[config.mk]
export PLATFORM = sky130hd
export DESIGN_NAME = rvfi_commit_monitor
export DESIGN_NICKNAME = d
export VERILOG_FILES = /design/src/rtl/rv32i_types.sv /design/src/rtl/rvfi_shadow_regfile.sv /design/src/rtl/rvfi_commit_monitor.sv
export SDC_FILE = /design/constraint.sdc
export NUM_CORES = 1
export LEC_CHECK = 0
export CAP_MARGIN = 10
export CORE_AREA = 10 10 178 180
export DETAILED_ROUTE_END_ITERATION = 8
export DIE_AREA = 0 0 188 190
export MAX_ROUTING_LAYER = met4
export PLACE_DENSITY_LB_ADDON = 0.1
export SLEW_MARGIN = 10
export SYNTH_ARGS = -nofsm -noshare
export SYNTH_HDL_FRONTEND = slang
export SYNTH_SLANG_ARGS = --single-unit
[constraint.sdc]
create_clock -name clk -period 5 [get_ports clk]
set_input_delay 1 -clock clk [delete_from_list [all_inputs] [get_ports clk]]
set_output_delay 1 -clock clk [all_outputs]
set_load 0.02 [all_outputs]
[src/rtl/rv32i_types.sv]
// Shared RV32I types: RVFI retirement record and commit-monitor enums/constants.
package rv32i_types;

    localparam int unsigned XLEN     = 32;
    localparam int unsigned ORDER_W  = 64;
    localparam int unsigned REG_AW   = 5;
    localparam int unsigned NUM_REGS = 32;
    localparam int unsigned MASK_W   = 4;

    // One retired instruction as driven by the pipeline (313 bits)
    typedef struct packed {
        logic [XLEN-1:0]   inst;
        logic              trap;
        logic [XLEN-1:0]   pc_rdata;
        logic [XLEN-1:0]   pc_wdata;
        logic [REG_AW-1:0] rs1_addr;
        logic [REG_AW-1:0] rs2_addr;
        logic [XLEN-1:0]   rs1_rdata;
        logic [XLEN-1:0]   rs2_rdata;
        logic              load_regfile;
        logic [REG_AW-1:0] rd_addr;
        logic [XLEN-1:0]   rd_wdata;
        logic [XLEN-1:0]   mem_addr;
        logic [MASK_W-1:0] mem_rmask;
        logic [MASK_W-1:0] mem_wmask;
        logic [XLEN-1:0]   mem_rdata;
        logic [XLEN-1:0]   mem_wdata;
    } rvfi_signals;

    typedef enum logic [3:0] {
        ERR_NONE      = 4'd0,
        ERR_TRAP      = 4'd1,
        ERR_PC_ALIGN  = 4'd2,
        ERR_PC_SEQ    = 4'd3,
        ERR_X0_WRITE  = 4'd4,
        ERR_RS1       = 4'd5,
        ERR_RS2       = 4'd6,
        ERR_MASK      = 4'd7,
        ERR_MEM_ALIGN = 4'd8,
        ERR_POST_HALT = 4'd9
    } rvfi_mon_err_t;

    typedef enum logic [1:0] {
        RUN    = 2'd0,
        HALTED = 2'd1,
        FAULT  = 2'd2
    } rvfi_mon_state_t;

    // Byte, halfword and word lane patterns a memory access may use
    localparam logic [MASK_W-1:0] MASK_B0 = 4'b0001;
    localparam logic [MASK_W-1:0] MASK_B1 = 4'b0010;
    localparam logic [MASK_W-1:0] MASK_B2 = 4'b0100;
    localparam logic [MASK_W-1:0] MASK_B3 = 4'b1000;
    localparam logic [MASK_W-1:0] MASK_HL = 4'b0011;
    localparam logic [MASK_W-1:0] MASK_HH = 4'b1100;
    localparam logic [MASK_W-1:0] MASK_W4 = 4'b1111;

    function automatic logic mask_legal(input logic [MASK_W-1:0] m);
        return (m == MASK_B0) || (m == MASK_B1) || (m == MASK_B2) || (m == MASK_B3) ||
               (m == MASK_HL) || (m == MASK_HH) || (m == MASK_W4);
    endfunction

endpackage

[src/rtl/rvfi_shadow_regfile.sv]
// Shadow architectural register file: 32x32, two combinational reads, one
// synchronous write, x0 hardwired to zero, synchronous clear.
// Storage exists only when RVFI_MON_SHADOW_EN is defined; otherwise reads are zero.
module rvfi_shadow_regfile
    import rv32i_types::*;
(
    input  logic              clk,
    input  logic              rst,
    input  logic              we_i,
    input  logic [REG_AW-1:0] waddr_i,
    input  logic [XLEN-1:0]   wdata_i,
    input  logic [REG_AW-1:0] raddr1_i,
    input  logic [REG_AW-1:0] raddr2_i,
    output logic [XLEN-1:0]   rdata1_c_o,
    output logic [XLEN-1:0]   rdata2_c_o
);

`ifdef RVFI_MON_SHADOW_EN
    logic [XLEN-1:0] regs_q [NUM_REGS];

    // Register write; x0 is never written so it keeps its cleared value
    always_ff @(posedge clk) begin
        if (rst) begin
            for (int i = 0; i < int'(NUM_REGS); i++) begin
                regs_q[i] <= '0;
            end
        end else if (we_i && (waddr_i != '0)) begin
            regs_q[waddr_i] <= wdata_i;
        end
    end

    assign rdata1_c_o = (raddr1_i == '0) ? '0 : regs_q[raddr1_i];
    assign rdata2_c_o = (raddr2_i == '0) ? '0 : regs_q[raddr2_i];
`else
    logic unused_c;

    assign rdata1_c_o = '0;
    assign rdata2_c_o = '0;
    assign unused_c   = ^{clk, rst, we_i, waddr_i, wdata_i, raddr1_i, raddr2_i};
`endif

endmodule

[src/rtl/rvfi_commit_monitor.sv]
// RVFI commit monitor: numbers each retirement, checks it for architectural
// consistency, records the first violation stickily and detects branch-to-self.
// Optional shadow-register operand checks: define RVFI_MON_SHADOW_EN.
module rvfi_commit_monitor
    import rv32i_types::*;
#(
    parameter logic [31:0] RESET_PC       = 32'h0000_0060,
    parameter bit          CHECK_FIRST_PC = 1'b1
) (
    input  logic                 clk,
    input  logic                 rst,
    input  logic                 commit,
    input  rvfi_signals          rvfi,
    output logic [ORDER_W-1:0]   order,
    output logic                 error,
    output rvfi_mon_err_t        err_code,
    output logic [ORDER_W-1:0]   err_order,
    output logic [XLEN-1:0]      err_pc,
    output logic                 halt
);

    rvfi_mon_state_t      state_q, state_d;
    logic [ORDER_W-1:0]   order_q, order_d;
    logic                 error_q, error_d;
    rvfi_mon_err_t        err_code_q, err_code_d;
    logic [ORDER_W-1:0]   err_order_q, err_order_d;
    logic [XLEN-1:0]      err_pc_q, err_pc_d;
    logic                 halt_q, halt_d;
    logic [XLEN-1:0]      exp_pc_q, exp_pc_d;
    logic                 first_q, first_d;

    logic [XLEN-1:0]      rs1_shadow_c, rs2_shadow_c;
    logic                 rs1_bad_c, rs2_bad_c;
    logic                 mask_bad_c, mem_misalign_c, halt_idiom_c;
    rvfi_mon_err_t        code_c;
    logic                 unused_c;

    rvfi_shadow_regfile u_shadow (
        .clk        (clk),
        .rst        (rst),
        .we_i       (commit && rvfi.load_regfile),
        .waddr_i    (rvfi.rd_addr),
        .wdata_i    (rvfi.rd_wdata),
        .raddr1_i   (rvfi.rs1_addr),
        .raddr2_i   (rvfi.rs2_addr),
        .rdata1_c_o (rs1_shadow_c),
        .rdata2_c_o (rs2_shadow_c)
    );

`ifdef RVFI_MON_SHADOW_EN
    assign rs1_bad_c = (rvfi.rs1_rdata != rs1_shadow_c);
    assign rs2_bad_c = (rvfi.rs2_rdata != rs2_shadow_c);
    assign unused_c  = ^{rvfi.inst, rvfi.mem_addr[XLEN-1:2], rvfi.mem_rdata, rvfi.mem_wdata};
`else
    assign rs1_bad_c = 1'b0;
    assign rs2_bad_c = 1'b0;
    assign unused_c  = ^{rvfi.inst, rvfi.mem_addr[XLEN-1:2], rvfi.mem_rdata, rvfi.mem_wdata,
                         rvfi.rs1_addr, rvfi.rs2_addr, rvfi.rs1_rdata, rvfi.rs2_rdata,
                         rs1_shadow_c, rs2_shadow_c};
`endif

    assign mask_bad_c = ((rvfi.mem_rmask != '0) && (rvfi.mem_wmask != '0)) ||
                        ((rvfi.mem_rmask != '0) && !mask_legal(rvfi.mem_rmask)) ||
                        ((rvfi.mem_wmask != '0) && !mask_legal(rvfi.mem_wmask));
    assign mem_misalign_c = ((rvfi.mem_rmask | rvfi.mem_wmask) != '0) &&
                            (rvfi.mem_addr[1:0] != 2'b00);
    assign halt_idiom_c   = (rvfi.pc_wdata == rvfi.pc_rdata) && !rvfi.trap;

    // Priority-encoded violation code for the current record (lowest code wins)
    always_comb begin
        code_c = ERR_NONE;
        if (rvfi.trap) begin
            code_c = ERR_TRAP;
        end else if ((rvfi.pc_rdata[1:0] != 2'b00) || (rvfi.pc_wdata[1:0] != 2'b00)) begin
            code_c = ERR_PC_ALIGN;
        end else if ((!first_q || CHECK_FIRST_PC) && (rvfi.pc_rdata != exp_pc_q)) begin
            code_c = ERR_PC_SEQ;
        end else if (rvfi.load_regfile && (rvfi.rd_addr == '0) && (rvfi.rd_wdata != '0)) begin
            code_c = ERR_X0_WRITE;
        end else if (rs1_bad_c) begin
            code_c = ERR_RS1;
        end else if (rs2_bad_c) begin
            code_c = ERR_RS2;
        end else if (mask_bad_c) begin
            code_c = ERR_MASK;
        end else if (mem_misalign_c) begin
            code_c = ERR_MEM_ALIGN;
        end else if (state_q == HALTED) begin
            code_c = ERR_POST_HALT;
        end
    end

    // Next-state: order/PC tracking on every commit, first-violation capture, halt FSM
    always_comb begin
        state_d     = state_q;
        order_d     = order_q;
        error_d     = error_q;
        err_code_d  = err_code_q;
        err_order_d = err_order_q;
        err_pc_d    = err_pc_q;
        halt_d      = halt_q;
        exp_pc_d    = exp_pc_q;
        first_d     = first_q;
        if (commit) begin
            order_d  = order_q + ORDER_W'(1);
            exp_pc_d = rvfi.pc_wdata;
            first_d  = 1'b0;
            if ((state_q != FAULT) && (code_c != ERR_NONE)) begin
                state_d     = FAULT;
                error_d     = 1'b1;
                err_code_d  = code_c;
                err_order_d = order_q;
                err_pc_d    = rvfi.pc_rdata;
            end
            if ((state_q == RUN) && halt_idiom_c) begin
                halt_d = 1'b1;
                if (code_c == ERR_NONE) begin
                    state_d = HALTED;
                end
            end
        end
    end

    // State and output registers
    always_ff @(posedge clk) begin
        if (rst) begin
            state_q     <= RUN;
            order_q     <= '0;
            error_q     <= 1'b0;
            err_code_q  <= ERR_NONE;
            err_order_q <= '0;
            err_pc_q    <= '0;
            halt_q      <= 1'b0;
            exp_pc_q    <= RESET_PC;
            first_q     <= 1'b1;
        end else begin
            state_q     <= state_d;
            order_q     <= order_d;
            error_q     <= error_d;
            err_code_q  <= err_code_d;
            err_order_q <= err_order_d;
            err_pc_q    <= err_pc_d;
            halt_q      <= halt_d;
            exp_pc_q    <= exp_pc_d;
            first_q     <= first_d;
        end
    end

    assign order     = order_q;
    assign error     = error_q;
    assign err_code  = err_code_q;
    assign err_order = err_order_q;
    assign err_pc    = err_pc_q;
    assign halt      = halt_q;

endmodule

# Word-level counts from Yosys, hierarchy flattened
# Cells that the tools add are included.
[word_totals]
ff_bits = 200
in_bits = 316
out_inout_bits = 166
word_cells = 78
[op_classes]
add_sub_neg = 1
n_eq_ne = 18
muxes = 10
bitwise = 1
n_reduce_logical = 40
[op_table]
columns = ["operator", "count"]
rows = [
  ["$add 64x1->64 const B", 1],
  ["$eq 32x32->1", 1],
  ["$ne 32x32->1", 1],
  ["$reduce_bool 32->1", 1],
  ["$mux 4", 7],
  ["$eq 4x4->1 const B", 6],
  ["$eq 4x2->1 const B", 4],
  ["$reduce_bool 4->1", 4],
  ["$logic_or 1x1->1", 15],
  ["$logic_and 1x1->1", 9],
  ["$eq 4x1->1 const B", 2],
  ["$eq 4x3->1 const B", 2],
  ["$mux 2", 3],
  ["$reduce_bool 2->1", 3],
  ["$logic_not 5->1", 1],
  ["$logic_not 4->1", 1],
  ["$or 4x4->4", 1],
  ["$reduce_and 2->1", 2],
  ["$logic_not 1->1", 3],
  ["$eq 2x1->1 const B", 1],
  ["$logic_not 2->1", 1],
  ["$ne 2x2->1 const B", 1],
]

# Longest topological paths before layout
# Gate-level depths: netlist of run 1.
[depth]
depth_word = 21
mapped_depth = 10
mapped_depth_nobuf = 6

# Worst setup path before layout of run 1
# OpenSTA, ideal clock, no wires.
[synth_path]
path_type = "input port to flip-flop"
start = "input port commit"
end = "register order_q[55], in the netlist order[55]"
setup_time_ps = 116
arrival_time_ps = 2738
required_time_ps = 4884
setup_slack_ps = 2146
path_stages = 10
cell_sequence = "buf_2 > and4_1 > and4_1 > clkbuf_1 > and3_1 > buf_2 > and3_1 > clkbuf_1 > a31oi_1 > a41o_1"
[synth_rtl]
columns = ["item", "line_no", "text"]
rows = [
  ["start, declared", "rvfi_commit_monitor.sv:12", "input logic commit,"],
  ["end signal, assigned", "rvfi_commit_monitor.sv:138", "order_q <= order_d;"],
  ["end, declared", "rvfi_commit_monitor.sv:23", "logic [ORDER_W-1:0] order_q, order_d;"],
]

# Worst setup path in the final report of run 1
[layout_path]
start = "input port rvfi[252] (netlist name)"
end = "register err_order_q[52], in the netlist err_order[52]"
[layout_between]
elab_chain_cells = 7
[layout_lines]
columns = ["item", "line_no", "text"]
rows = [
  ["start, declared", "rvfi_commit_monitor.sv:13", "input rvfi_signals rvfi,"],
  ["$ne 32x32->1", "rvfi_commit_monitor.sv:76", "end else if ((!first_q || CHECK_FIRST_PC) && (rvfi.pc_rdata != exp_pc_q)) begin"],
  ["$mux 4", "rvfi_commit_monitor.sv:76", ""],
  ["$mux 4", "rvfi_commit_monitor.sv:74", "end else if ((rvfi.pc_rdata[1:0] != 2'b00) || (rvfi.pc_wdata[1:0] != 2'b00)) begin"],
  ["$mux 4", "rvfi_commit_monitor.sv:72", "if (rvfi.trap) begin"],
  ["$reduce_bool 4->1", "rvfi_commit_monitor.sv:108", "if ((state_q != FAULT) && (code_c != ERR_NONE)) begin"],
  ["$logic_and 1x1->1", "rvfi_commit_monitor.sv:108", ""],
  ["$reduce_and 2->1 (no source line)", "n/a", ""],
  ["end signal, assigned", "rvfi_commit_monitor.sv:141", "err_order_q <= err_order_d;"],
  ["end, declared", "rvfi_commit_monitor.sv:26", "logic [ORDER_W-1:0] err_order_q, err_order_d;"],
]
# Every way passes these cells.
# A chain may end at the register's enable or synchronous reset.

==> impl_results.rst, run 1 <==
.. list-table::
   :header-rows: 1

   * - Metric
     - Value
   * - Status
     - completed
   * - Synthesized area divided by synthesized cell count
     - about 9.4 µm²
   * - Gate count after technology mapping
     - 1,009
   * - Share of the cycle needed by the critical path after routing
     - roughly three quarters
   * - Cells taking the most area after synthesis
     - dfxtp_1, mux2i_1, nand2b_1
   * - Drt first pass iters
     - 5
   * - Power spent charging and discharging nets
     - between 0.9 and 1 mW
   * - Cell area after synthesis
     - about 0.0095 mm²
   * - CTS Buf Count
     - 17
   * - Cell Rows
     - 62
   * - Pwr/cell area
     - 263 mW/mm²
   * - Filler instances
     - ~2.8k
   * - Die outline area
     - between 0.03 and 0.04 mm²
   * - Number of H-tree branching levels
     - 4
   * - Req. time, crit path
     - between 5 and 6 ns
   * - Final Max Slew Viols
     - 0
   * - Startpoint Class
     - primary input
   * - Yosys warning count
     - 0
   * - Max_slew headroom
     - 34.0%
   * - Seq pwr share
     - a little under half
   * - Total Neg Setup Slack
     - 0 ns
   * - Drt wl/cell
     - approximately 18 µm
   * - Die Y-Extent
     - roughly 190 µm
   * - Unique masters post-synth
     - 47
   * - Worst clock skew on the final layout
     - between 0.015 and 0.02 ns
   * - Clock transition at the register clock pins on the worst setup and hold paths after CTS
     - about 0.08 ns
   * - Leakage power
     - ~4.7 nW
   * - Post-layout minimum cycle time
     - between 3 and 4 ns
   * - Final routed wirelength across all metal layers
     - just under 30 mm
   * - Data arrival, critical path
     - slightly below 4 ns
   * - Synthesis-to-finish area growth
     - 38.5%
   * - Number of global-route vias before repair
     - 7,716
   * - Clock insertion delay at the later pin of the skew report
     - ~0.43 ns
   * - Reported max-cap violation count
     - 0
   * - Buffers on Ports
     - ~280
   * - Maximum fanout encountered on the critical timing path
     - 53
   * - Largest area contributor in the synthesized netlist
     - dfxtp_1
   * - Remaining design rule violation count
     - 0
   * - Top cell type's share of synthesized area
     - a little over two fifths
   * - Internal
     - 2.53 mW
   * - Worst-case vdd ir drop
     - around 190 µV
   * - Share of cells above drive strength 1
     - under 10%
   * - Die Wd
     - 188 µm
   * - Part of the total power dissipated in the clock network
     - 40.0%
   * - Share of synthesized area occupied by flip-flops and latches
     - a little over two fifths
   * - Iteration-0 DRC count of the detailed router
     - around 400
   * - Seq cells post-synth
     - 200
   * - Post-route worst setup slack
     - roughly 1.3 ns
   * - Vias per cell
     - 4.68
   * - Most used cells in the layout excluding fill and tap cells
     - clkdlybuf4s50_1, dfxtp_1, nand2b_1
   * - RSZ-0062 raised after global routing
     - no
   * - Number of clock sinks
     - 200
   * - Net count, final
     - 1,577
   * - Endpoint type of the worst setup path
     - flop
   * - TritonCTS clock tree
     - done
   * - Clock tree root buffer cell
     - clkbuf_16
   * - Most frequent standard cell in the layout excluding fill and tap cells
     - clkdlybuf4s50_1
   * - Final standard cell count with taps included and fillers excluded
     - 1,660
   * - Via count of the routed design
     - ~7.8k
   * - Initial cell density of the core
     - around a third
   * - Final number of hold-violating endpoints
     - 0
   * - Final cell utilization of the core
     - between 40% and 50%
   * - Path type of the worst setup path
     - in2reg
   * - Wire length of the first global-routing pass
     - roughly 46 mm
   * - Upper clock frequency limit
     - roughly 270 MHz
   * - Transition time at the pin with the least slew margin
     - ~1 ns
   * - Antenna-violating nets left
     - 0
   * - Global routing usage summed across all routing layers
     - 16.7%
   * - Placed wire-length estimate after detailed placement
     - approximately 22 mm
   * - Setup violation total in the final timing report
     - 0
   * - Logic gate share of total power
     - about an eighth
   * - Number of flops mapped to enable cells by yosys
     - 0
   * - Dpl cells
     - approximately 1.6k
   * - Design Power
     - 3.46 mW
   * - Final estimated routing congestion in global placement
     - roughly 0.8
   * - Total gr overflow
     - 0
   * - Post CTS Setup Buffer Count
     - 0
   * - Net count after synthesis
     - between 1k and 1.5k
   * - Antenna violations before repair
     - 3
   * - Boundary Pins
     - about 480
   * - Most instantiated flip-flop cell in the synthesis netlist
     - dfxtp_1
   * - Resized Gates After CTS
     - 0
   * - Pre-CTS setup slack
     - 0.860 ns
   * - Area of the core
     - ~0.028 mm²
   * - Classification of the worst-slack hold path
     - reg2reg
   * - Fraction of synthesis flops using an asynchronous set or reset pin
     - 0%
   * - Maximum count of clock buffers along a single path
     - 2
   * - Largest net degree at the start of global routing
     - about 110
   * - Switching share of power
     - 26.8%
   * - Number of buffers inserted for hold repair after clock tree synthesis
     - 0
power by group through the flow:
stage	registers (mW)	clock network, mW	logic, mW
floorplan	1.71	0	0.207
global placement	1.69	0	0.430
detailed placement	1.69	0	0.432
CTS	1.65	1.43	0.434
global route	1.65	1.50	0.461
finish	1.65	1.39	0.427
sequential cells by signal, indices dropped and copies added (netlist names):
register and flops:
err_pc 32, order 64, error 1, state_q 2, exp_pc_q 32, err_order 64
err_code 4, halt 1
cells by family after synthesis:
logic type	count (synthesis)	share of synthesized area, %
buffers and inverters	71	3.50
AO/OA/AOI/OAI	44	3.51
adder cells (fa/ha/maj)	1	0.131
AND/OR/NAND/NOR	448	26.5
flip-flops	200	42.1
XOR/XNOR	115	10.6
multiplexers	130	13.7
worst max-delay path: stages:
cell and delay (ns):
clkdlybuf4s50_1 0.49, xnor2_1 0.34, nand4_1 0.22, nor4_2 0.41
nand3_2 0.24, o41a_2 0.54, buf_4 0.43, mux2i_1 0.23
cell usage after synthesis (all sizes together) (7+ instances only):
cell and count:
nand3 25, dfxtp 200, nand2 17, nor4 24, xor2 58, nand4 34, inv 14, and4 10
nand2b 191, xnor2 57, clkbuf 40, mux2i 128, a21oi 10, nor3 13, o21ai 7, and3 10
nor2 108, buf 17
final cells by class:
| cell class | instances | area, µm² | share of cell area [%] |
|---|---|---|---|
| timing repair buffer | 289 | 2880 | 21.9 |
| tap | 384 | 480 | 3.65 |
| multi-input combinational | 738 | 5180 | 39.3 |
| inverter | 14 | 52.6 | 0.399 |
| antenna | 3 | 7.51 | 0.0570 |
| sequential | 200 | 4000 | 30.4 |
| clock buffer | 19 | 443 | 3.36 |
| clock inverter | 13 | 130 | 0.987 |
through the flow:
step	instance area (µm²)	hold WS, ns
finish	13200	0.446
global route	13200	0.463
CTS	13200	0.448
detailed placement	12600	0.437
global placement	12600	0.433
floorplan	9510	0.476
worst paths after layout:
check         startpoint       endpoint  slack (ns)  depth (start not counted)
min                error          error        0.45                          2
max            rvfi[252]  err_order[52]        1.34                          8
max reg2reg  exp_pc_q[4]  err_order[52]        2.10                          7
min reg2reg        error          error        0.45                          2
layer usage:
layer | GRT usage, % | share of wire (%) | vias up
met2 | 25.5 | 45 | 193
met3 | 5.24 | 6.2 | 18
met5 | - | 0 | -
met4 | 3.88 | 1.0 | 0
li1 | - | - | 3923
met1 | 21.2 | 48 | 3628
Power figures use the tool's default switching activity.
==> run 2: changes to the inputs <==
- CORE_AREA: 10 10 178 180 -> 10 10 177 179
- DIE_AREA: 0 0 188 190 -> 0 0 187 189
- clock period: 5 -> 3.2 ns (I/O delays scaled with it)
==> run 2 against run 1 <==
  * Flip-flop and latch count is the same
  * Sequential power grew 56%
  * Critical path depth is the same
  * Clock skew shrank 0.00076 ns
  * Count of clock-buffer cells in the layout shrank 1
  * Total power grew 62%
  * Largest power group unchanged
  * Critical path type unchanged
  * Global-route usage grew 0.33 points
==> impl_results.rst, run 2 (synthesis gave the netlist of run 1 again) <==
.. list-table::
   :header-rows: 1

   * - Metric
     - Value
   * - TritonCTS clock tree
     - done
   * - Design Power
     - 5.61 mW
   * - CTS Buf Count
     - 17
   * - Status
     - completed
   * - Final routed wirelength across all metal layers
     - approximately 30 mm
   * - Synthesis-to-finish area growth
     - 42.9%
   * - Max incr delay on CP
     - 0.51 ns
   * - Drt wl/cell
     - ~18 µm
   * - Area of the core
     - around 0.028 mm²
   * - Most used cells in the layout excluding fill and tap cells
     - clkdlybuf4s50_1, dfxtp_1, nand2b_1
   * - Die outline area
     - ~0.035 mm²
   * - Die Wd
     - approximately 190 µm
   * - Die Y-Extent
     - approximately 190 µm
   * - Via count of the routed design
     - around 7.9k
   * - Number of clock sinks
     - 200
   * - Antenna violations before repair
     - 1
   * - Boundary Pins
     - 482
   * - Pwr/cell area
     - approximately 410 mW/mm²
   * - Leakage power
     - just under 5 nW
   * - Worst-case vdd ir drop
     - a little over 300 µV
   * - RSZ-0062 raised after global routing
     - no
   * - Pre-CTS setup slack
     - -0.142 ns
   * - Worst clock skew on the final layout
     - around 0.018 ns
   * - Reported max-cap violation count
     - 0
   * - Classification of the worst-slack hold path
     - reg2reg
   * - Req. time, crit path
     - ~3.5 ns
   * - Number of buffers inserted for hold repair after clock tree synthesis
     - 0
   * - Crit-path cells
     - clkdlybuf4s50_1 > nor4_4 > o21ai_0 > a21oi_1 > nand2_2 > o41a_2 > buf_12 > mux2i_1
   * - Maximum count of clock buffers along a single path
     - 2
   * - Final number of hold-violating endpoints
     - 0
   * - Post-layout minimum cycle time
     - around 2.9 ns
   * - Transition time at the pin with the least slew margin
     - 0.890 ns
   * - Initial cell density of the core
     - approximately 34%
   * - Share of the cycle needed by the critical path after routing
     - between 90% and 100%
   * - Buffers on Ports
     - between 200 and 300
   * - Path type of the worst setup path
     - in2reg
   * - Endpoint type of the worst setup path
     - flop
   * - Post CTS Setup Buffer Count
     - 0
   * - Cell Rows
     - a little over 60
   * - Most frequent standard cell in the layout excluding fill and tap cells
     - clkdlybuf4s50_1
   * - Critical path's top delay family
     - compound AO/OA/AOI/OAI gates
   * - Startpoint Class
     - primary input
   * - Resized Gates After CTS
     - 0
   * - Clock transition at the register clock pins on the worst setup and hold paths after CTS
     - approximately 0.070 ns
   * - Cell with the largest stage delay on the worst path
     - clkdlybuf4s50_1
   * - Share of cells above drive strength 1
     - under 10%
   * - Final Max Slew Viols
     - 0
   * - Drt first pass iters
     - 4
   * - Total gr overflow
     - 0
   * - Net count, final
     - 1,620
   * - Iteration-0 DRC count of the detailed router
     - approximately 400
   * - Antenna-violating nets left
     - 0
   * - WP buf/inv
     - 2
   * - Setup violation total in the final timing report
     - 0
   * - Placed wire-length estimate after detailed placement
     - roughly 23 mm
   * - Largest net degree at the start of global routing
     - roughly 130
   * - Vias per cell
     - approximately 4.7
   * - Number of H-tree branching levels
     - 4
   * - Remaining design rule violation count
     - 0
   * - Maximum fanout encountered on the critical timing path
     - 50
   * - Final estimated routing congestion in global placement
     - about 0.81
   * - Dpl cells
     - 1,662
   * - Max_slew headroom
     - around 40%
   * - Number of global-route vias before repair
     - between 7k and 8k
   * - Wire length of the first global-routing pass
     - about 46 mm
   * - Upper clock frequency limit
     - around 350 MHz
   * - Data arrival, critical path
     - roughly 3.2 ns
   * - Clock insertion delay at the later pin of the skew report
     - between 0.4 and 0.5 ns
   * - Final cell utilization of the core
     - roughly half
   * - Clock tree root buffer cell
     - clkbuf_16
   * - Post-route worst setup slack
     - ~0.32 ns
   * - Global routing usage summed across all routing layers
     - between 15 and 20%
   * - Final standard cell count with taps included and fillers excluded
     - 1,695
run 2: cell types whose count changed in the layout (fill, tap and decap cells not counted), sizes merged:
cell,before,now
buf,10,53
bufinv,0,2
diode,3,1
clkbuf,19,18
inv,23,22
run 2: worst reg2reg max path: stages (launching register included):
cell and delay [ns]:
dfxtp_1 0.33, xnor2_1 0.16, buf_4 0.15, nand4_1 0.16, nor4_2 0.35, buf_4 0.18, nand3_2 0.08, o41a_2 0.54
buf_12 0.24, mux2i_1 0.20
run 2: per-layer routing:
metal	part of all wire [%]	up-vias	GRT usage (%)
met3	6.8	17	5.31
met4	0.74	0	3.82
met2	44	215	25.2
met5	0	-	-
met1	49	3675	22.4
li1	-	4022	-
run 2: final cells by class:
cell class / instances / area [µm²]
sequential: 200 / 4000
timing repair buffer: 332 / 3240
clock inverter: 14 / 200
antenna: 1 / 2.50
clock buffer: 18 / 439
inverter: 14 / 52.6
tap: 378 / 473
multi-input combinational: 738 / 5180
fill: 2670 / 14000
run 2: per-stage QoR:
step                      TNS (ns)  cell area [µm²]  hold slack [ns]
after floorplan                  0             9510            0.476
after global placement      -12.50            12900            0.438
after detailed placement    -11.30            12900            0.445
after CTS                        0            13600            0.456
after global routing             0            13600            0.488
final                            0            13600            0.453
run 2: final timing paths:
| path | from | to | slack (ns) | depth (start not counted) |
|---|---|---|---|---|
| worst max-delay path | rvfi[64] | err_order[29] | 0.32 | 8 |
| worst max register to register | exp_pc_q[4] | err_order[29] | 0.67 | 9 |
| worst min-delay path | error | error | 0.45 | 2 |
| worst min register to register | error | error | 0.45 | 2 |
run 2: power breakdown:
part,switching [mW],internal (mW)
combinational,0.322,0.384
clock,1.10,1.23
sequential,0.0344,2.54
total,1.46,4.16
